`src/rtl/adc_seq_array_if.sv`:
```
`default_nettype none
// ============================================================================
// Module      : adc_seq_array_if
// Description : Command/status bundle between the top-level command FSM, the
//               adc_seq_array sequencer and the per-chip front-ends.
// Revision    : 1.0 - initial release
// ============================================================================
interface adc_seq_array_if #(
  parameter int CHIP_NUM = 4,
  parameter int TEMP_W   = 16
);
  logic                       start;
  logic [1:0]                 cmd;
  logic [CHIP_NUM-1:0]        chip_en;
  logic                       busy;
  logic                       done;
  logic                       err;
  logic [CHIP_NUM-1:0]        chip_fs;
  logic [1:0]                 chip_cmd;
  logic [CHIP_NUM-1:0]        chip_fd;
  logic [CHIP_NUM*TEMP_W-1:0] chip_temp;
  logic [2*CHIP_NUM-1:0]      chip_type;
  logic [TEMP_W-1:0]          temp_avg;
  logic [2*CHIP_NUM-1:0]      type_out;
  logic [CHIP_NUM-1:0]        tout_stat;

  modport master (
    output start, cmd, chip_en, chip_fd, chip_temp, chip_type,
    input  busy, done, err, chip_fs, chip_cmd, temp_avg, type_out, tout_stat
  );

  modport slave (
    input  start, cmd, chip_en, chip_fd, chip_temp, chip_type,
    output busy, done, err, chip_fs, chip_cmd, temp_avg, type_out, tout_stat
  );
endinterface
`default_nettype wire

```
`src/rtl/adc_seq_array.sv`:
```
`default_nettype none
// ============================================================================
// Module      : adc_seq_array
// Description : Issues one command to a masked set of front-end chips, waits
//               for their done flags with timeout, and averages temperatures.
// Revision    : 1.0 - initial release
// ============================================================================
module adc_seq_array #(
  parameter int CHIP_NUM = 4,
  parameter int TEMP_W   = 16,
  parameter int TOUT     = 50000
) (
  input wire clk,
  input wire rst,
  adc_seq_array_if.slave bus
);

  localparam int ACC_W = TEMP_W + $clog2(CHIP_NUM);
  localparam int CNT_W = $clog2(CHIP_NUM + 1);
  localparam int IDX_W = (CHIP_NUM > 1) ? $clog2(CHIP_NUM) : 1;
  localparam int TMR_W = $clog2(TOUT);
  localparam int DIV_W = $clog2(ACC_W);

  localparam logic [1:0] CMD_TYPE = 2'd1;
  localparam logic [1:0] CMD_CONV = 2'd3;

  localparam logic [2:0] ST_IDLE  = 3'd0;
  localparam logic [2:0] ST_ISSUE = 3'd1;
  localparam logic [2:0] ST_WAIT  = 3'd2;
  localparam logic [2:0] ST_ACC   = 3'd3;
  localparam logic [2:0] ST_DIV   = 3'd4;
  localparam logic [2:0] ST_DONE  = 3'd5;

  logic [2:0]            state_q, state_d;
  logic [1:0]            cmd_q,   cmd_d;
  logic [CHIP_NUM-1:0]   en_q,    en_d;
  logic [CHIP_NUM-1:0]   seen_q,  seen_d;
  logic [CHIP_NUM-1:0]   tout_q,  tout_d;
  logic                  err_q,   err_d;
  logic [TMR_W-1:0]      tmr_q,   tmr_d;
  logic [IDX_W-1:0]      idx_q,   idx_d;
  logic [DIV_W-1:0]      div_q,   div_d;
  logic [ACC_W-1:0]      acc_q,   acc_d;
  logic [CNT_W-1:0]      cnt_q,   cnt_d;
  logic [CNT_W-1:0]      rem_q,   rem_d;
  logic [TEMP_W-1:0]     avg_q,   avg_d;
  logic [2*CHIP_NUM-1:0] type_q,  type_d;

  logic [TEMP_W-1:0]     temp_arr [CHIP_NUM];
  logic [2*CHIP_NUM-1:0] type_mask;
  logic                  all_seen;
  logic [CNT_W:0]        rem_sh;
  logic                  rem_ge;
  logic [CNT_W-1:0]      rem_sub;
  logic [ACC_W-1:0]      quo_sh;

  generate
    for (genvar i = 0; i < CHIP_NUM; i++) begin : g_chip
      assign temp_arr[i]          = bus.chip_temp[i*TEMP_W +: TEMP_W];
      assign type_mask[2*i +: 2]  = en_q[i] ? bus.chip_type[2*i +: 2] : 2'b00;
    end
  endgenerate

  assign all_seen = &(seen_q | ~en_q);

  // Restoring divide: the accumulator doubles as the dividend/quotient shift
  // register, so after ACC_W steps it holds the quotient.
  assign rem_sh  = {rem_q, acc_q[ACC_W-1]};
  assign rem_ge  = (rem_sh >= {1'b0, cnt_q});
  assign rem_sub = rem_sh[CNT_W-1:0] - cnt_q;
  assign quo_sh  = {acc_q[ACC_W-2:0], rem_ge};

  always_comb begin
    state_d = state_q;
    cmd_d   = cmd_q;
    en_d    = en_q;
    seen_d  = seen_q;
    tout_d  = tout_q;
    err_d   = err_q;
    tmr_d   = tmr_q;
    idx_d   = idx_q;
    div_d   = div_q;
    acc_d   = acc_q;
    cnt_d   = cnt_q;
    rem_d   = rem_q;
    avg_d   = avg_q;
    type_d  = type_q;

    case (state_q)
      ST_IDLE: begin
        if (bus.start) begin
          state_d = ST_ISSUE;
          cmd_d   = bus.cmd;
          en_d    = bus.chip_en;
          seen_d  = '0;
          tout_d  = '0;
          err_d   = 1'b0;
        end
      end

      ST_ISSUE: begin
        tmr_d   = '0;
        state_d = (en_q == '0) ? ST_DONE : ST_WAIT;
      end

      ST_WAIT: begin
        seen_d = seen_q | (bus.chip_fd & en_q);
        tmr_d  = tmr_q + TMR_W'(1);
        // Completion is checked first so it wins over a coincident timeout.
        if (all_seen) begin
          if (cmd_q == CMD_CONV) begin
            state_d = ST_ACC;
            idx_d   = '0;
            acc_d   = '0;
            cnt_d   = '0;
          end else begin
            if (cmd_q == CMD_TYPE) begin
              type_d = type_mask;
            end
            state_d = ST_DONE;
          end
        end else if (tmr_q == TMR_W'(TOUT - 1)) begin
          tout_d  = en_q & ~seen_q;
          err_d   = 1'b1;
          state_d = ST_DONE;
        end
      end

      ST_ACC: begin
        if (en_q[idx_q]) begin
          acc_d = acc_q + ACC_W'(temp_arr[idx_q]);
          cnt_d = cnt_q + CNT_W'(1);
        end
        idx_d = idx_q + IDX_W'(1);
        if (idx_q == IDX_W'(CHIP_NUM - 1)) begin
          state_d = ST_DIV;
          div_d   = '0;
          rem_d   = '0;
        end
      end

      ST_DIV: begin
        rem_d = rem_ge ? rem_sub : rem_sh[CNT_W-1:0];
        acc_d = quo_sh;
        div_d = div_q + DIV_W'(1);
        if (div_q == DIV_W'(ACC_W - 1)) begin
          avg_d   = quo_sh[TEMP_W-1:0];
          state_d = ST_DONE;
        end
      end

      ST_DONE: begin
        state_d = ST_IDLE;
      end

      default: begin
        state_d = ST_IDLE;
      end
    endcase
  end

  always_ff @(posedge clk) begin
    if (rst) begin
      state_q <= ST_IDLE;
      cmd_q   <= '0;
      en_q    <= '0;
      seen_q  <= '0;
      tout_q  <= '0;
      err_q   <= 1'b0;
      tmr_q   <= '0;
      idx_q   <= '0;
      div_q   <= '0;
      acc_q   <= '0;
      cnt_q   <= '0;
      rem_q   <= '0;
      avg_q   <= '0;
      type_q  <= '0;
    end else begin
      state_q <= state_d;
      cmd_q   <= cmd_d;
      en_q    <= en_d;
      seen_q  <= seen_d;
      tout_q  <= tout_d;
      err_q   <= err_d;
      tmr_q   <= tmr_d;
      idx_q   <= idx_d;
      div_q   <= div_d;
      acc_q   <= acc_d;
      cnt_q   <= cnt_d;
      rem_q   <= rem_d;
      avg_q   <= avg_d;
      type_q  <= type_d;
    end
  end

  assign bus.busy      = (state_q != ST_IDLE);
  assign bus.done      = (state_q == ST_DONE);
  assign bus.err       = err_q;
  assign bus.chip_fs   = (state_q == ST_WAIT) ? en_q : '0;
  assign bus.chip_cmd  = cmd_q;
  assign bus.temp_avg  = avg_q;
  assign bus.type_out  = type_q;
  assign bus.tout_stat = tout_q;

endmodule
`default_nettype wire
```
`src/flat_wrapper.sv`:
```
// flat-port wrapper written by rule: the top's interface ports become plain ports
module adc_seq_array_flat 
#(
  parameter int CHIP_NUM = 4,
  parameter int TEMP_W   = 16,
  parameter int TOUT     = 50000
)
  (clk, rst, bus_start, bus_cmd, bus_chip_en, bus_chip_fd, bus_chip_temp, bus_chip_type, bus_busy, bus_done, bus_err, bus_chip_fs, bus_chip_cmd, bus_temp_avg, bus_type_out, bus_tout_stat);
  adc_seq_array_if #(.CHIP_NUM(CHIP_NUM), .TEMP_W(TEMP_W)) bus_i ();
  input wire clk;
  input wire rst;
  input wire logic [$bits(bus_i.start)-1:0] bus_start;
  input wire logic [$bits(bus_i.cmd)-1:0] bus_cmd;
  input wire logic [$bits(bus_i.chip_en)-1:0] bus_chip_en;
  input wire logic [$bits(bus_i.chip_fd)-1:0] bus_chip_fd;
  input wire logic [$bits(bus_i.chip_temp)-1:0] bus_chip_temp;
  input wire logic [$bits(bus_i.chip_type)-1:0] bus_chip_type;
  output wire logic [$bits(bus_i.busy)-1:0] bus_busy;
  output wire logic [$bits(bus_i.done)-1:0] bus_done;
  output wire logic [$bits(bus_i.err)-1:0] bus_err;
  output wire logic [$bits(bus_i.chip_fs)-1:0] bus_chip_fs;
  output wire logic [$bits(bus_i.chip_cmd)-1:0] bus_chip_cmd;
  output wire logic [$bits(bus_i.temp_avg)-1:0] bus_temp_avg;
  output wire logic [$bits(bus_i.type_out)-1:0] bus_type_out;
  output wire logic [$bits(bus_i.tout_stat)-1:0] bus_tout_stat;
  assign bus_i.start = bus_start;
  assign bus_i.cmd = bus_cmd;
  assign bus_i.chip_en = bus_chip_en;
  assign bus_i.chip_fd = bus_chip_fd;
  assign bus_i.chip_temp = bus_chip_temp;
  assign bus_i.chip_type = bus_chip_type;
  assign bus_busy = bus_i.busy;
  assign bus_done = bus_i.done;
  assign bus_err = bus_i.err;
  assign bus_chip_fs = bus_i.chip_fs;
  assign bus_chip_cmd = bus_i.chip_cmd;
  assign bus_temp_avg = bus_i.temp_avg;
  assign bus_type_out = bus_i.type_out;
  assign bus_tout_stat = bus_i.tout_stat;
  adc_seq_array #(.CHIP_NUM(CHIP_NUM), .TEMP_W(TEMP_W), .TOUT(TOUT)) u_core (.clk(clk), .rst(rst), .bus(bus_i));
endmodule
```
`config.mk`:
```
export PLATFORM = sky130hd
export DESIGN_NAME = adc_seq_array_flat
export DESIGN_NICKNAME = d
export VERILOG_FILES = /design/src/rtl/adc_seq_array_if.sv /design/src/rtl/adc_seq_array.sv /design/src/flat_wrapper.sv
export SDC_FILE = /design/constraint.sdc
export NUM_CORES = 1
export LEC_CHECK = 0
export BUFFER_PORTS_ARGS = -buffer_cell sky130_fd_sc_hd__buf_2
export CAP_MARGIN = 40
export CELL_PAD_IN_SITES_DETAIL_PLACEMENT = 1
export CELL_PAD_IN_SITES_GLOBAL_PLACEMENT = 2
export CORE_ASPECT_RATIO = 0.5
export CORE_MARGIN = 4
export CORE_UTILIZATION = 25
export CTS_BUF_LIST = sky130_fd_sc_hd__clkbuf_16
export DETAILED_ROUTE_END_ITERATION = 7
export GPL_ROUTABILITY_DRIVEN = 0
export HOLD_SLACK_MARGIN = 0.1
export PLACE_DENSITY_LB_ADDON = 0.1
export SKIP_CTS_REPAIR_TIMING = 1
export SYNTH_ARGS = -nofsm -noshare
export SYNTH_HDL_FRONTEND = slang
export SYNTH_SLANG_ARGS = --single-unit
```
`constraint.sdc`:
```
create_clock -name clk -period 2.88 [get_ports clk]
set_clock_uncertainty 0.15 [all_clocks]
set_input_delay 0.432 -clock clk [delete_from_list [all_inputs] [get_ports clk]]
set_output_delay 0.432 -clock clk [all_outputs]
set_load 0.005 [all_outputs]
```
After elaboration in Yosys (flattened, before gate mapping)
Cells that the tools add are included.
- register bits: 89
- input bits: 85
- output and inout bits: 37
- logic and storage cells: 113
- $add $sub $neg: 6
- order comparisons: 3
- eq/ne operators: 19
- multiplexer cells: 44
- bitwise operators: 8
- reductions and logical operators: 19
- operators with widths (cell ; number):
    18-bit 2-to-1 mux ; 3
    18-bit one-hot mux with 3 select lines ; 1
    3-bit 2-to-1 mux ; 12
    16-bit binary-select mux with 2-bit select ; 1
    16-bit 2-to-1 mux ; 2
    16-bit one-hot mux with 2 select lines ; 1
    4-bit AND reduction ; 5
    18-bit by 16-bit adder with 18-bit output ; 1
    16-bit by 1-bit adder with 16-bit output (second input constant) ; 1
    16-bit equality test (second input constant) ; 1
    4-bit 2-to-1 mux ; 4
    4-bit one-hot mux with 2 select lines ; 2
    3-bit one-hot mux with 5 select lines ; 1
    2-bit 2-to-1 mux ; 6
    2-bit by 1-bit inequality test with 1-bit output (second input constant) ; 6
    3-bit one-hot mux with 2 select lines ; 2
    5-bit one-hot mux with 2 select lines ; 1
    4-bit AND ; 2
    4-bit NOT ; 2
    4-bit OR ; 2
    2-bit AND reduction ; 4
    2-bit nonzero test ; 4
    7-bit AND reduction ; 1
    3-bit by 2-bit equality test with 1-bit output (second input constant) ; 2
    25 further kinds ; 32

Logic depth before layout (Yosys ltp)
Gate-level depths: netlist of run 1.
- depth in word-level cells: 7
- depth in mapped cells: 11
- mapped depth without buffers: 10

Worst setup path before layout of run 1
Ideal clock, no wire load.
- path type: flip-flop to flip-flop
- start point: register u_core.idx_q[0]
- end point: register u_core.acc_q[13]
- setup time: 0.091 ns
- arrival: 2.890 ns
- data required time: 2.639 ns
- setup slack: -0.251 ns
- stages on the path, launching flop included: 11
- buffers on the path: 2
- clock period less this slack: 3.131 ns
- cells stage by stage: dfxtp_1 -> buf_6 -> buf_2 -> mux4_2 -> ha_1 -> a211oi_1 -> nor2_1 -> o41a_1 -> a31oi_1 -> nand3_1 -> a311oi_1
- word-level cells in the longest chain between the ends: 7
- elaborated cells on any way between the ends: 11
- those cells by class: 1 x add/sub; 1 x eq/ne; 7 x mux; 1 x bitwise; 1 x reduce/logical
- ends and longest elaborated chain (what ; RTL line ; RTL):
    start: declaration ; adc_seq_array.sv:41 ; logic [IDX_W-1:0] idx_q, idx_d;
    start signal: assignment ; adc_seq_array.sv:186 ; idx_q <= idx_d;
    2-bit NOT with 3-bit output (not written as such) ; adc_seq_array.sv:131 ; acc_d = acc_q + ACC_W'(temp_arr[idx_q]);
    16-bit binary-select mux with 2-bit select ; adc_seq_array.sv:131 ;
    16-bit 2-to-1 mux (not written as such) (2 in a row) ; adc_seq_array.sv:131 ;
    18-bit by 16-bit adder with 18-bit output ; adc_seq_array.sv:131 ;
    18-bit 2-to-1 mux ; adc_seq_array.sv:130 ; if (en_q[idx_q]) begin
    18-bit one-hot mux with 3 select lines ; adc_seq_array.sv:89 ; case (state_q)
    end signal: assignment ; adc_seq_array.sv:173 ; acc_q <= '0;
    end signal: assignment ; adc_seq_array.sv:188 ; acc_q <= acc_d;
    end: declaration ; adc_seq_array.sv:43 ; logic [ACC_W-1:0] acc_q, acc_d;
Several ways; a longest one is shown, not always the timed one. The select of a mux whose other input is x is not followed.
A chain may end at the register's enable or synchronous reset.

Worst setup path in the final report of run 1
- start point: register u_core.idx_q[0]
- end point: register u_core.acc_q[15]
The elaborated chain is that of the path after synthesis.

==> results of run 1 <==
-- state kept, by name (all words and copies together), names as in the netlist --
name	cells
u_core.bus.chip_cmd	2
u_core.bus.err	1
u_core.div_q	5
u_core.bus.tout_stat	4
u_core.en_q	4
u_core.bus.temp_avg	16
u_core.tmr_q	16
u_core.cnt_q	3
u_core.state_q	3
u_core.rem_q	3
u_core.idx_q	2
u_core.bus.type_out	8
u_core.seen_q	4
u_core.acc_q	18
-- per-layer routing --
layer  global-route usage (%)  vias up  wire length, µm
met5                        0        -                0
met4                     2.33        0              123
met3                     3.64        9              540
met2                     25.6       54             8740
met1                     21.7     2583             9550
li1                         -     2655                -
-- stage by stage --
stage | cells | cell area (µm²) | setup TNS (ps) | power, mW
global placement | 1050 | 6630 | -1570 | 3.46
CTS | 1066 | 6900 | -2120 | 4.64
detailed placement | 1050 | 6630 | -1860 | 3.46
finish | 1077 | 7210 | -415 | 4.85
floorplan | 632 | 5370 | 0 | 2.73
global route | 1077 | 7210 | -1650 | 5.22
-- layout by cell type, fill, tap and decap left out, types with 10 or more instances in the layout --
cell type / n
sky130_fd_sc_hd__dfxtp_1: 88
sky130_fd_sc_hd__a21oi_1: 56
sky130_fd_sc_hd__nor2_1: 67
sky130_fd_sc_hd__nand2b_1: 11
sky130_fd_sc_hd__ha_1: 15
sky130_fd_sc_hd__nor3_1: 19
sky130_fd_sc_hd__nand3_1: 28
sky130_fd_sc_hd__inv_1: 16
sky130_fd_sc_hd__mux4_2: 17
sky130_fd_sc_hd__buf_2: 121
sky130_fd_sc_hd__buf_4: 61
sky130_fd_sc_hd__and2_1: 10
sky130_fd_sc_hd__nand2_1: 81
sky130_fd_sc_hd__o21ai_0: 20
-- synth_stat cells (all sizes together), types with 8 or more instances --
| cell | number | area, µm² |
|---|---|---|
| dfxtp | 89 | 1780 |
| a221oi | 8 | 70.1 |
| mux4 | 17 | 405 |
| mux2i | 9 | 90.1 |
| clkbuf | 26 | 98.8 |
| inv | 16 | 60.1 |
| a211oi | 8 | 60.1 |
| a22oi | 8 | 60.1 |
| ha | 24 | 300 |
| nor2 | 68 | 258 |
| a21oi | 60 | 319 |
| nor3 | 21 | 110 |
| nand3 | 28 | 140 |
| and3 | 9 | 56.3 |
| nand2b | 12 | 82.6 |
| nand2 | 82 | 310 |
| xnor2 | 9 | 78.8 |
| o21ai | 25 | 125 |
| and2 | 10 | 62.6 |
| or3 | 9 | 56.3 |
-- layout make-up --
type,instances,area (µm²)
clock inverters,7,46.3
repair buffers,189,1170
fillers,2450,13500
flip-flops and latches,89,1780
clock buffers,9,225
multi-input cells,494,3590
inverters,16,60.1
well taps,273,342
-- logic make-up (layout without fill, tap and decap cells) --
kind of cell	Yosys count	count (layout)
multiplexers	33	33
buffers and inverters	49	221
adder cells (fa/ha/maj)	26	26
AND/OR/NAND/NOR	270	270
flip-flops	89	89
XOR/XNOR	10	10
AO/OA/AOI/OAI	155	155
-- worst max-delay path: cells and delay by family, from the launching register on --
family	cells	cell delay, ps
AOI/OAI and AO/OA	4	570
adders and majority gates	1	320
buffers and inverters	3	350
DFF	1	350
muxes	1	570
and+or+nand+nor	2	570
-- power groups by stage --
stage          Sequential, mW  Combinational (mW)  Clock [mW]
5_1_grt                  1.55                2.44        1.24
4_1_cts                  1.51                1.94        1.19
2_1_floorplan            1.50                1.23           0
3_5_place_dp             1.53                1.93           0
3_3_place_gp             1.54                1.92           0
6_report                 1.53                2.19        1.13
-- worst paths after layout --
| check | slack [ps] | to | from |
|---|---|---|---|
| min | 160 | u_core.en_q[1]$_SDFFE_PP0P_ | bus_chip_en[1] |
| max reg2reg | -80 | u_core.acc_q[15]$_SDFFE_PP0P_ | u_core.idx_q[0]$_SDFFE_PP0P_ |
| max | -80 | u_core.acc_q[15]$_SDFFE_PP0P_ | u_core.idx_q[0]$_SDFFE_PP0P_ |
| min reg2reg | 300 | u_core.bus.temp_avg[6]$_SDFFE_PP0P_ | u_core.bus.temp_avg[6]$_SDFFE_PP0P_ |
==> report_table.html, run 1 <==
<table>
<tr><th>Metric</th><th>Value</th></tr>
<tr><th colspan="2">Route</th></tr>
<tr><td>Final wirelength</td><td>18900 µm</td></tr>
<tr><td>Per-cell via count in the routed design</td><td>4.92</td></tr>
<tr><td>Number of iterations in the first detailed-routing pass</td><td>4</td></tr>
<tr><td>Vias after detailed routing</td><td>5301</td></tr>
<tr><td>Post-route DRC violation count</td><td>0</td></tr>
<tr><td>Wire length per cell after detailed routing</td><td>17.6 µm</td></tr>
<tr><td>Number of nets still failing antenna checks after routing</td><td>0</td></tr>
<tr><td>Detailed router's first-iteration violation count</td><td>172</td></tr>
<tr><th colspan="2">Power</th></tr>
<tr><td>Share of power burned in combinational logic</td><td>45.2%</td></tr>
<tr><td>Total power density per cell area</td><td>673 mW/mm²</td></tr>
<tr><td>Largest voltage drop on the vdd net</td><td>0.299 mV</td></tr>
<tr><td>Leakage power summed over all cells</td><td>2.89 nW</td></tr>
<tr><td>Net switching share of the total power</td><td>38.6%</td></tr>
<tr><td>NetSw</td><td>1.87 mW</td></tr>
<tr><td>Internal power</td><td>2.98 mW</td></tr>
<tr><td>Power share of the clock group</td><td>23.3%</td></tr>
<tr><td>Fraction of power consumed by sequential logic</td><td>31.5%</td></tr>
<tr><th colspan="2">Clocking</th></tr>
<tr><td>Root Driver</td><td>sky130_fd_sc_hd__clkbuf_16</td></tr>
<tr><td>Clock Sinks</td><td>89</td></tr>
<tr><td>TritonCTS buffer count</td><td>9</td></tr>
<tr><td>Buffer levels on the longest clock path</td><td>2</td></tr>
<tr><td>Register clock-pin slew on the reported worst setup and hold paths</td><td>70 ps</td></tr>
<tr><td>Clock Latency Late Sink</td><td>360 ps</td></tr>
<tr><td>H-tree Lvls</td><td>3</td></tr>
<tr><td>Clock tree from TritonCTS</td><td>built</td></tr>
<tr><th colspan="2">Synth</th></tr>
<tr><td>Adder and majority cell fraction of the synthesized area</td><td>6.38%</td></tr>
<tr><td>Count of state elements after synthesis</td><td>89</td></tr>
<tr><td>Synth cell types</td><td>76</td></tr>
<tr><td>Proportion of synthesized flip-flops having asynchronous set or reset</td><td>0%</td></tr>
<tr><td>Area share of and/or/nand/nor cells after synthesis</td><td>24.8%</td></tr>
<tr><td>Syn Inst Count</td><td>632</td></tr>
<tr><td>Portion of netlist area occupied by mux cells</td><td>10.8%</td></tr>
<tr><td>Synthesis warning total</td><td>0</td></tr>
<tr><td>Main combinational cell family by area after synthesis</td><td>simple AND/OR/NAND/NOR gates</td></tr>
<tr><td>Syn avg cell area</td><td>8.44 µm²</td></tr>
<tr><td>Synth Net Count</td><td>743</td></tr>
<tr><td>Number of flops mapped to enable cells by yosys</td><td>0</td></tr>
<tr><td>Synthesized-area fraction occupied by xor and xnor cells</td><td>1.64%</td></tr>
<tr><td>Post-synth design cell area</td><td>0.00534 mm²</td></tr>
<tr><td>Sequential fraction of the synthesis area</td><td>33.4%</td></tr>
<tr><td>Dominant synthesized flop cell</td><td>sky130_fd_sc_hd__dfxtp_1</td></tr>
<tr><td>Post-synthesis compound-gate area fraction</td><td>19.2%</td></tr>
<tr><th colspan="2">Job</th></tr>
<tr><td>Maxcap violations</td><td>0</td></tr>
<tr><th colspan="2">Cells and area</th></tr>
<tr><td>Antenna cell count</td><td>0</td></tr>
<tr><td>Share of final-layout standard cells stronger than drive strength 1</td><td>34.3%</td></tr>
<tr><td>Area delta synth-&gt;final</td><td>35.2%</td></tr>
<tr><td>Nets</td><td>910</td></tr>
<tr><td>Util after Layout</td><td>34.8%</td></tr>
<tr><th colspan="2">STA</th></tr>
<tr><td>Fin Hold WS</td><td>157 ps</td></tr>
<tr><td>Total of endpoints with negative setup slack in the final report</td><td>7</td></tr>
<tr><td>Period utilisation layout</td><td>103%</td></tr>
<tr><td>Upper clock frequency limit</td><td>337 MHz</td></tr>
<tr><td>Worst Setup Slack, final</td><td>-83.2 ps</td></tr>
<tr><td>Max_slew headroom</td><td>48.1%</td></tr>
<tr><td>RSZ-0062 raised after global routing</td><td>true</td></tr>
<tr><td>Final count of hold timing violations</td><td>0</td></tr>
<tr><td>Tightest Pin Transition</td><td>778 ps</td></tr>
<tr><td>Slew Limit Fails</td><td>0</td></tr>
<tr><td>Minimum clock period</td><td>2960 ps</td></tr>
<tr><th colspan="2">Critical path</th></tr>
<tr><td>Critical path fanouts, max</td><td>4</td></tr>
<tr><td>Category of the worst setup path launch point</td><td>flop</td></tr>
<tr><td>Crit path DAT</td><td>3100 ps</td></tr>
<tr><td>Ordered cell list for the critical path</td><td>buf_4, buf_6, mux4_2, ha_4, a211oi_4, or2_1, a21oi_4, a31oi_4, buf_6, or3_4, a31oi_1</td></tr>
<tr><td>Crit. End Element</td><td>flop</td></tr>
<tr><td>Required time at the endpoint of the critical path</td><td>3010 ps</td></tr>
<tr><td>Cell mode on critical path</td><td>sky130_fd_sc_hd__buf_6</td></tr>
<tr><td>WS Path Type</td><td>flop to flop</td></tr>
<tr><td>Largest incremental delay on the critical path</td><td>570 ps</td></tr>
<tr><td>Cells on worst reg2reg path</td><td>11</td></tr>
<tr><td>Crit-path slowest cell</td><td>sky130_fd_sc_hd__mux4_2</td></tr>
<tr><th colspan="2">Floorplanning</th></tr>
<tr><td>Floorplan core area</td><td>0.0207 mm²</td></tr>
<tr><td>Initial Util</td><td>25.7%</td></tr>
<tr><td>Die height</td><td>111 µm</td></tr>
<tr><td>Area of the die</td><td>0.0239 mm²</td></tr>
<tr><td>Die Wd</td><td>215 µm</td></tr>
<tr><td>Number of ports placed on the die boundary</td><td>122</td></tr>
<tr><td>Placement row count</td><td>37</td></tr>
<tr><th colspan="2">Placed design</th></tr>
<tr><td>Number of I/O port buffers</td><td>121</td></tr>
<tr><td>Setup WS pre-CTS</td><td>-262 ps</td></tr>
<tr><td>Estimated wirelength of the detail-placed design</td><td>13900 µm</td></tr>
<tr><th colspan="2">GRT</th></tr>
<tr><td>GRT overflow</td><td>0</td></tr>
<tr><td>Number of antenna violations at the first check in global routing</td><td>0</td></tr>
<tr><td>GRT Overall Usage</td><td>15.6%</td></tr>
<tr><td>Global-route wire length before repair</td><td>30100 µm</td></tr>
<tr><td>Maximum number of pins on one net before global-route repair</td><td>35</td></tr>
<tr><td>Number of global-route vias before repair</td><td>5512</td></tr>
<tr><th colspan="2">Min path</th></tr>
<tr><td>Worst min-delay path category</td><td>input port to flop</td></tr>
<tr><td>Cell depth of the worst min-delay path</td><td>3</td></tr>
<tr><th colspan="2">Status</th></tr>
<tr><td>Violations in the final reports</td><td>negative setup slack</td></tr>
<tr><td>Result of the run</td><td>complete, but fails checks</td></tr>
</table>
Power figures use the tool's default switching activity.
==> run 2, diff against run 1 <==
--- a/config.mk
+++ b/config.mk
@@ -5,7 +5,6 @@
 export SDC_FILE = /design/constraint.sdc
 export NUM_CORES = 1
 export LEC_CHECK = 0
-export BUFFER_PORTS_ARGS = -buffer_cell sky130_fd_sc_hd__buf_2
 export CAP_MARGIN = 40
 export CELL_PAD_IN_SITES_DETAIL_PLACEMENT = 1
 export CELL_PAD_IN_SITES_GLOBAL_PLACEMENT = 2
@@ -14,6 +13,7 @@
 export CORE_UTILIZATION = 25
 export CTS_BUF_LIST = sky130_fd_sc_hd__clkbuf_16
 export DETAILED_ROUTE_END_ITERATION = 7
+export DONT_BUFFER_PORTS = 1
 export GPL_ROUTABILITY_DRIVEN = 0
 export HOLD_SLACK_MARGIN = 0.1
 export PLACE_DENSITY_LB_ADDON = 0.1
==> run 2 against run 1 <==
Effect of this change:
- the flow still finishes with violations (negative setup slack)
- final cell count decreased by 9.1%
- via count fell by 5.7%
- setup slack improved by 28 ps
- utilization is 1.5 points lower
- sequential share of layout area up 1.2 points
- power down 1.5%
- register-to-register slack gained 30 ps
- hold slack worse by 76 ps
==> report_table.html, run 2 (synthesis results as in run 1) <==
<table>
<tr><th>Metric</th><th>Value</th></tr>
<tr><th colspan="2">GRT</th></tr>
<tr><td>Number of global-route vias before repair</td><td>5127</td></tr>
<tr><td>Global-route wire length before repair</td><td>28900 µm</td></tr>
<tr><td>GRT overflow</td><td>0</td></tr>
<tr><td>GRT Overall Usage</td><td>15.3%</td></tr>
<tr><td>Number of antenna violations at the first check in global routing</td><td>0</td></tr>
<tr><td>Maximum number of pins on one net before global-route repair</td><td>92</td></tr>
<tr><th colspan="2">Placed design</th></tr>
<tr><td>Estimated wirelength of the detail-placed design</td><td>13000 µm</td></tr>
<tr><td>Number of I/O port buffers</td><td>0</td></tr>
<tr><td>Setup WS pre-CTS</td><td>-224 ps</td></tr>
<tr><td>DP Area</td><td>0.00596 mm²</td></tr>
<tr><th colspan="2">Route</th></tr>
<tr><td>Per-cell via count in the routed design</td><td>5.11</td></tr>
<tr><td>Final wirelength</td><td>18600 µm</td></tr>
<tr><td>Detailed router's first-iteration violation count</td><td>140</td></tr>
<tr><td>Vias after detailed routing</td><td>5001</td></tr>
<tr><td>Post-route DRC violation count</td><td>0</td></tr>
<tr><td>Number of iterations in the first detailed-routing pass</td><td>4</td></tr>
<tr><td>Wire length per cell after detailed routing</td><td>19.0 µm</td></tr>
<tr><td>Number of nets still failing antenna checks after routing</td><td>0</td></tr>
<tr><th colspan="2">Critical path</th></tr>
<tr><td>Cells on worst reg2reg path</td><td>10</td></tr>
<tr><td>Ordered cell list for the critical path</td><td>buf_12, mux4_2, ha_4, a211oi_4, or2_1, a21oi_2, buf_6, a31oi_4, or3_1, a311oi_1</td></tr>
<tr><td>Crit. End Element</td><td>flop</td></tr>
<tr><td>Origin of the critical flop-to-flop path</td><td>u_core.idx_q[0]$_SDFFE_PP0P_</td></tr>
<tr><td>Largest incremental delay on the critical path</td><td>570 ps</td></tr>
<tr><td>Endpoint of the worst-slack reg-to-reg timing path</td><td>u_core.acc_q[13]$_SDFFE_PP0P_</td></tr>
<tr><td>Category of the worst setup path launch point</td><td>flop</td></tr>
<tr><td>Required time at the endpoint of the critical path</td><td>3000 ps</td></tr>
<tr><td>Crit path DAT</td><td>3060 ps</td></tr>
<tr><td>Crit-path slowest cell</td><td>sky130_fd_sc_hd__mux4_2</td></tr>
<tr><td>WS Path Type</td><td>flop to flop</td></tr>
<tr><td>Critical path fanouts, max</td><td>6</td></tr>
<tr><td>Setup slack, reg-to-reg</td><td>-50 ps</td></tr>
<tr><th colspan="2">Clocking</th></tr>
<tr><td>Register clock-pin slew on the reported worst setup and hold paths</td><td>70 ps</td></tr>
<tr><td>Buffer levels on the longest clock path</td><td>2</td></tr>
<tr><td>Clock Latency Late Sink</td><td>370 ps</td></tr>
<tr><td>H-tree Lvls</td><td>3</td></tr>
<tr><td>Root Driver</td><td>sky130_fd_sc_hd__clkbuf_16</td></tr>
<tr><td>Clock tree from TritonCTS</td><td>built</td></tr>
<tr><td>Clock Sinks</td><td>89</td></tr>
<tr><td>TritonCTS buffer count</td><td>9</td></tr>
<tr><th colspan="2">Floorplanning</th></tr>
<tr><td>Area of the die</td><td>0.0239 mm²</td></tr>
<tr><td>Number of ports placed on the die boundary</td><td>122</td></tr>
<tr><td>Die Wd</td><td>215 µm</td></tr>
<tr><td>Placement row count</td><td>37</td></tr>
<tr><td>Die height</td><td>111 µm</td></tr>
<tr><td>Initial Util</td><td>25.7%</td></tr>
<tr><td>Floorplan core area</td><td>0.0207 mm²</td></tr>
<tr><th colspan="2">Cells and area</th></tr>
<tr><td>Most used cells in the layout excluding fill and tap cells</td><td>88 x sky130_fd_sc_hd__dfxtp_1, 81 x sky130_fd_sc_hd__nand2_1, 67 x sky130_fd_sc_hd__nor2_1, 57 x sky130_fd_sc_hd__a21oi_1, 43 x sky130_fd_sc_hd__buf_4</td></tr>
<tr><td>Final design instance area without fill</td><td>0.00689 mm²</td></tr>
<tr><td>Most flops, register</td><td>u_core.acc_q</td></tr>
<tr><td>Area delta synth-&gt;final</td><td>29.2%</td></tr>
<tr><td>Nets</td><td>812</td></tr>
<tr><td>Antenna cell count</td><td>0</td></tr>
<tr><td>Commonest non-fill, non-tap cell in the layout</td><td>sky130_fd_sc_hd__dfxtp_1</td></tr>
<tr><td>Share of final-layout standard cells stronger than drive strength 1</td><td>19.1%</td></tr>
<tr><td>Number of flip-flops under the largest register name</td><td>18</td></tr>
<tr><th colspan="2">STA</th></tr>
<tr><td>RSZ-0062 raised after global routing</td><td>true</td></tr>
<tr><td>Upper clock frequency limit</td><td>341 MHz</td></tr>
<tr><td>Tightest Pin Transition</td><td>816 ps</td></tr>
<tr><td>Minimum clock period</td><td>2930 ps</td></tr>
<tr><td>Worst Setup Slack, final</td><td>-54.8 ps</td></tr>
<tr><td>Max_slew headroom</td><td>45.6%</td></tr>
<tr><td>Final count of hold timing violations</td><td>0</td></tr>
<tr><td>Slew Limit Fails</td><td>0</td></tr>
<tr><td>Total of endpoints with negative setup slack in the final report</td><td>3</td></tr>
<tr><td>Fin Hold WS</td><td>80.9 ps</td></tr>
<tr><td>Period utilisation layout</td><td>102%</td></tr>
<tr><th colspan="2">Status</th></tr>
<tr><td>Violations in the final reports</td><td>negative setup slack</td></tr>
<tr><td>Result of the run</td><td>complete, but fails checks</td></tr>
<tr><th colspan="2">Min path</th></tr>
<tr><td>Worst min-delay path category</td><td>input port to flop</td></tr>
<tr><td>Hold Path Origin</td><td>bus_chip_type[7]</td></tr>
<tr><td>Hold Path End</td><td>u_core.bus.type_out[7]$_SDFFE_PP0P_</td></tr>
<tr><td>Cell depth of the worst min-delay path</td><td>2</td></tr>
<tr><th colspan="2">Power</th></tr>
<tr><td>PnR Total Power</td><td>4.78 mW</td></tr>
<tr><td>Largest voltage drop on the vdd net</td><td>0.241 mV</td></tr>
<tr><td>Leakage power summed over all cells</td><td>2.52 nW</td></tr>
<tr><td>Total power density per cell area</td><td>693 mW/mm²</td></tr>
<tr><th colspan="2">Job</th></tr>
<tr><td>Maxcap violations</td><td>0</td></tr>
</table>
run 2: cell count changes in the layout (fill, tap and decap cells not counted), sizes merged:
cell | before | now
dlygate4sd3 | 0 | 39
buf | 189 | 52
inv | 19 | 20
clkinvlp | 1 | 2
clkinv | 3 | 1
run 2: layout make-up:
cell class                      instances  area [µm²]
Sequential cell                        89        1790
Inverter                               16        60.1
Timing Repair Buffer                   91         870
Multi-Input combinational cell        494        3550
Tap cell                              273         342
Clock buffer                            9         225
Clock inverter                          7        60.1
Fill cell                            2443       13800
run 2: worst max-delay path: cells and delay by family (launching register included):
| kind | cells | cell delay [ps] |
|---|---|---|
| AO/OA/AOI/OAI | 4 | 590 |
| multiplexers | 1 | 570 |
| adder cells (fa/ha/maj) | 1 | 320 |
| flip-flops | 1 | 370 |
| AND/OR/NAND/NOR | 2 | 570 |
| buffers and inverters | 2 | 260 |
run 2: how the worst max path moves through the flow:
| stage | start | to | cells past startpoint |
|---|---|---|---|
| 3_3_place_gp | u_core.idx_q[0]$_SDFFE_PP0P_ | u_core.acc_q[14]$_SDFFE_PP0P_ | 11 |
| 5_1_grt | u_core.idx_q[0]$_SDFFE_PP0P_ | u_core.acc_q[14]$_SDFFE_PP0P_ | 12 |
| 3_5_place_dp | u_core.idx_q[0]$_SDFFE_PP0P_ | u_core.acc_q[11]$_SDFFE_PP0P_ | 10 |
| 6_report | u_core.idx_q[0]$_SDFFE_PP0P_ | u_core.acc_q[13]$_SDFFE_PP0P_ | 10 |
| 2_1_floorplan | u_core.idx_q[0]$_SDFFE_PP0P_ | u_core.acc_q[14]$_SDFFE_PP0P_ | 11 |
| 4_1_cts | u_core.idx_q[0]$_SDFFE_PP0P_ | u_core.acc_q[11]$_SDFFE_PP0P_ | 10 |
run 2: power by group:
group / total [mW] / switching (mW) / internal [mW]
clock: 1.20 / 0.598 / 0.603
combinational: 2.02 / 1.07 / 0.959
sequential: 1.56 / 0.197 / 1.36
run 2: per-stage QoR:
stage	TNS [ps]	utilization (%)	std cells
after floorplan	0	-	632
after global placement	-931	28.8	919
after detailed placement	-1380	28.8	919
after CTS	-1710	30.1	935
after global routing	-769	33.2	979
final	-93.4	33.2	979
run 2: routing by layer:
metal / routed length, µm / part of all wire [%] / track usage [%] / vias to the layer above
li1: - / - / - / 2444
met1: 8830 / 47 / 19.6 / 2472
met2: 8710 / 47 / 25.3 / 71
met3: 901 / 4.8 / 5.12 / 14
met4: 165 / 0.89 / 3.15 / 0
met5: 0 / 0 / 0 / -
==> run 3, diff against run 2 <==
--- a/config.mk
+++ b/config.mk
@@ -11,12 +11,12 @@
 export CORE_ASPECT_RATIO = 0.5
 export CORE_MARGIN = 4
 export CORE_UTILIZATION = 25
-export CTS_BUF_LIST = sky130_fd_sc_hd__clkbuf_16
+export CTS_BUF_LIST = sky130_fd_sc_hd__clkbuf_4 sky130_fd_sc_hd__clkbuf_8 sky130_fd_sc_hd__clkbuf_16
 export DETAILED_ROUTE_END_ITERATION = 7
 export DONT_BUFFER_PORTS = 1
 export GPL_ROUTABILITY_DRIVEN = 0
-export HOLD_SLACK_MARGIN = 0.1
 export PLACE_DENSITY_LB_ADDON = 0.1
+export SETUP_SLACK_MARGIN = 0.4
 export SKIP_CTS_REPAIR_TIMING = 1
 export SYNTH_ARGS = -nofsm -noshare
 export SYNTH_HDL_FRONTEND = slang
==> run 3 against run 2 <==
Effect of this change:
- the flow still finishes with violations (negative setup slack)
- setup slack gained 33 ps
- sequential cell count is the same
- final cell count down 4.3%
- die area unchanged
- design area down 4.3%
- first-iteration DRC count increased by 11%
==> report_table.html, run 3 (synthesis results as in run 1) <==
<table>
<tr><th>Metric</th><th>Value</th></tr>
<tr><th colspan="2">Critical path</th></tr>
<tr><td>Category of the worst setup path launch point</td><td>flop</td></tr>
<tr><td>Number of cells on the critical path</td><td>10</td></tr>
<tr><td>Critical path fanouts, max</td><td>7</td></tr>
<tr><td>Ordered cell list for the critical path</td><td>buf_12, mux4_2, ha_4, a211oi_2, nor2_1, o41a_1, a31oi_4, buf_4, o21a_1, o221ai_1</td></tr>
<tr><td>Crit-path slowest cell</td><td>sky130_fd_sc_hd__mux4_2</td></tr>
<tr><td>CP bufs+invs</td><td>2</td></tr>
<tr><td>Cells on worst reg2reg path</td><td>10</td></tr>
<tr><td>WS Path Type</td><td>flop to flop</td></tr>
<tr><td>Crit path DAT</td><td>2970 ps</td></tr>
<tr><td>Largest incremental delay on the critical path</td><td>540 ps</td></tr>
<tr><td>Required time at the endpoint of the critical path</td><td>2950 ps</td></tr>
<tr><td>Crit. End Element</td><td>flop</td></tr>
<tr><td>Cell type group with the largest total delay on the critical path</td><td>compound AO/OA/AOI/OAI gates</td></tr>
<tr><th colspan="2">Placed design</th></tr>
<tr><td>Placed instance count</td><td>912</td></tr>
<tr><td>Number of I/O port buffers</td><td>0</td></tr>
<tr><td>Estimated wirelength of the detail-placed design</td><td>13300 µm</td></tr>
<tr><td>DP Area</td><td>0.00599 mm²</td></tr>
<tr><th colspan="2">STA</th></tr>
<tr><td>Slew Limit Fails</td><td>0</td></tr>
<tr><td>Tightest Pin Transition</td><td>622 ps</td></tr>
<tr><td>Minimum clock period</td><td>2900 ps</td></tr>
<tr><td>Final setup TNS</td><td>-33.2 ps</td></tr>
<tr><td>Final count of hold timing violations</td><td>0</td></tr>
<tr><td>Max_slew headroom</td><td>58.5%</td></tr>
<tr><td>Period utilisation layout</td><td>101%</td></tr>
<tr><td>Upper clock frequency limit</td><td>345 MHz</td></tr>
<tr><td>Total of endpoints with negative setup slack in the final report</td><td>2</td></tr>
<tr><td>Worst Setup Slack, final</td><td>-21.8 ps</td></tr>
<tr><td>RSZ-0062 raised after global routing</td><td>true</td></tr>
<tr><th colspan="2">Cells and area</th></tr>
<tr><td>Final design instance area without fill</td><td>0.00660 mm²</td></tr>
<tr><td>Most used cells in the layout excluding fill and tap cells</td><td>88 x sky130_fd_sc_hd__dfxtp_1, 81 x sky130_fd_sc_hd__nand2_1, 67 x sky130_fd_sc_hd__nor2_1, 55 x sky130_fd_sc_hd__a21oi_1, 41 x sky130_fd_sc_hd__buf_4</td></tr>
<tr><td>Multi-input gate area</td><td>0.00367 mm²</td></tr>
<tr><td>Antenna cell count</td><td>0</td></tr>
<tr><td>Number of flip-flops under the largest register name</td><td>18</td></tr>
<tr><td>Area used by sequential logic in the layout</td><td>0.00179 mm²</td></tr>
<tr><td>Most flops, register</td><td>u_core.acc_q</td></tr>
<tr><td>Commonest non-fill, non-tap cell in the layout</td><td>sky130_fd_sc_hd__dfxtp_1</td></tr>
<tr><td>Nets</td><td>770</td></tr>
<tr><td>Area delta synth-&gt;final</td><td>23.7%</td></tr>
<tr><td>Util after Layout</td><td>31.8%</td></tr>
<tr><td>Count of fill cells added during filler insertion</td><td>2399</td></tr>
<tr><td>Share of final-layout standard cells stronger than drive strength 1</td><td>22.4%</td></tr>
<tr><td>Finished Layout Cells</td><td>937</td></tr>
<tr><th colspan="2">Status</th></tr>
<tr><td>Result of the run</td><td>complete, but fails checks</td></tr>
<tr><td>Violations in the final reports</td><td>negative setup slack</td></tr>
<tr><th colspan="2">Floorplanning</th></tr>
<tr><td>Die height</td><td>111 µm</td></tr>
<tr><td>Die Wd</td><td>215 µm</td></tr>
<tr><td>Number of ports placed on the die boundary</td><td>122</td></tr>
<tr><td>Floorplan core area</td><td>0.0207 mm²</td></tr>
<tr><td>Area of the die</td><td>0.0239 mm²</td></tr>
<tr><td>Initial Util</td><td>25.7%</td></tr>
<tr><td>Placement row count</td><td>37</td></tr>
<tr><th colspan="2">Route</th></tr>
<tr><td>Number of iterations in the first detailed-routing pass</td><td>4</td></tr>
<tr><td>Per-cell via count in the routed design</td><td>5.15</td></tr>
<tr><td>Detailed router's first-iteration violation count</td><td>156</td></tr>
<tr><td>Wire length per cell after detailed routing</td><td>19.7 µm</td></tr>
<tr><td>Number of nets still failing antenna checks after routing</td><td>0</td></tr>
<tr><td>Vias after detailed routing</td><td>4829</td></tr>
<tr><td>Final wirelength</td><td>18400 µm</td></tr>
<tr><td>Post-route DRC violation count</td><td>0</td></tr>
<tr><th colspan="2">Clocking</th></tr>
<tr><td>Buffer levels on the longest clock path</td><td>2</td></tr>
<tr><td>Root Driver</td><td>sky130_fd_sc_hd__clkbuf_16</td></tr>
<tr><td>TritonCTS buffer count</td><td>9</td></tr>
<tr><td>Clock tree from TritonCTS</td><td>built</td></tr>
<tr><td>Clock Sinks</td><td>89</td></tr>
<tr><td>H-tree Lvls</td><td>3</td></tr>
<tr><td>Register clock-pin slew on the reported worst setup and hold paths</td><td>70 ps</td></tr>
<tr><td>Clock Latency Late Sink</td><td>350 ps</td></tr>
<tr><th colspan="2">Power</th></tr>
<tr><td>Largest voltage drop on the vdd net</td><td>0.287 mV</td></tr>
<tr><td>Total power density per cell area</td><td>743 mW/mm²</td></tr>
<tr><td>PnR Total Power</td><td>4.91 mW</td></tr>
<tr><td>Leakage power summed over all cells</td><td>2.28 nW</td></tr>
<tr><th colspan="2">GRT</th></tr>
<tr><td>GRT overflow</td><td>0</td></tr>
<tr><td>GRT Overall Usage</td><td>15.1%</td></tr>
<tr><td>Maximum number of pins on one net before global-route repair</td><td>92</td></tr>
<tr><td>Global-route wire length before repair</td><td>29000 µm</td></tr>
<tr><td>Number of antenna violations at the first check in global routing</td><td>0</td></tr>
<tr><td>Number of global-route vias before repair</td><td>5019</td></tr>
<tr><th colspan="2">Min path</th></tr>
<tr><td>Worst min-delay path category</td><td>input port to flop</td></tr>
<tr><td>Cell depth of the worst min-delay path</td><td>1</td></tr>
<tr><th colspan="2">Job</th></tr>
<tr><td>Maxcap violations</td><td>0</td></tr>
</table>
run 3: cell types whose count changed in the layout (fill, tap and decap cells not counted), sizes merged:
cell         change
clkinv           +1
buf              -4
clkbuf           +2
dlygate4sd3     -38
inv              -4
bufinv           +1
run 3: cell type report:
cell class,instances,share of cell area (%)
flip-flops and latches,89,27.1
well taps,273,5.18
inverters,16,0.910
clock buffers,11,3.74
repair buffers,49,6.66
clock inverters,5,0.834
multi-input cells,494,55.6
run 3: metal layers:
layer / track usage (%) / up-vias / share of wire [%]
met5: 0 / - / 0
met4: 2.20 / 0 / 0.58
met3: 4.03 / 10 / 3.7
met2: 25.0 / 64 / 47
met1: 20.4 / 2394 / 49
li1: - / 2361 / -
run 3: per-stage QoR:
| step | hold WS (ps) | worst slack, ps |
|---|---|---|
| floorplan | 288 | 109 |
| global placement | 307 | -64.9 |
| detailed placement | 306 | -129 |
| CTS | -16.7 | -129 |
| global route | 1.13 | -120 |
| finish | 6.70 | -21.8 |
run 3: where the power goes:
group          switching, mW  leakage [nW]  internal [mW]  total [mW]
Combinational           1.08          1.42          0.970        2.05
Sequential             0.265         0.720           1.36        1.62
Clock                  0.527         0.145          0.704        1.23
Total                   1.87          2.28           3.03        4.91
run 3: final timing paths:
kind | from | to | slack [ps]
worst max-delay path | u_core.idx_q[0]$_SDFFE_PP0P_ | u_core.acc_q[17]$_SDFFE_PP0P_ | -20
worst min-delay path | rst | u_core.bus.temp_avg[0]$_SDFFE_PP0P_ | 7
worst max register to register | u_core.idx_q[0]$_SDFFE_PP0P_ | u_core.acc_q[17]$_SDFFE_PP0P_ | -20
worst min register to register | u_core.bus.type_out[2]$_SDFFE_PP0P_ | u_core.bus.type_out[2]$_SDFFE_PP0P_ | 320
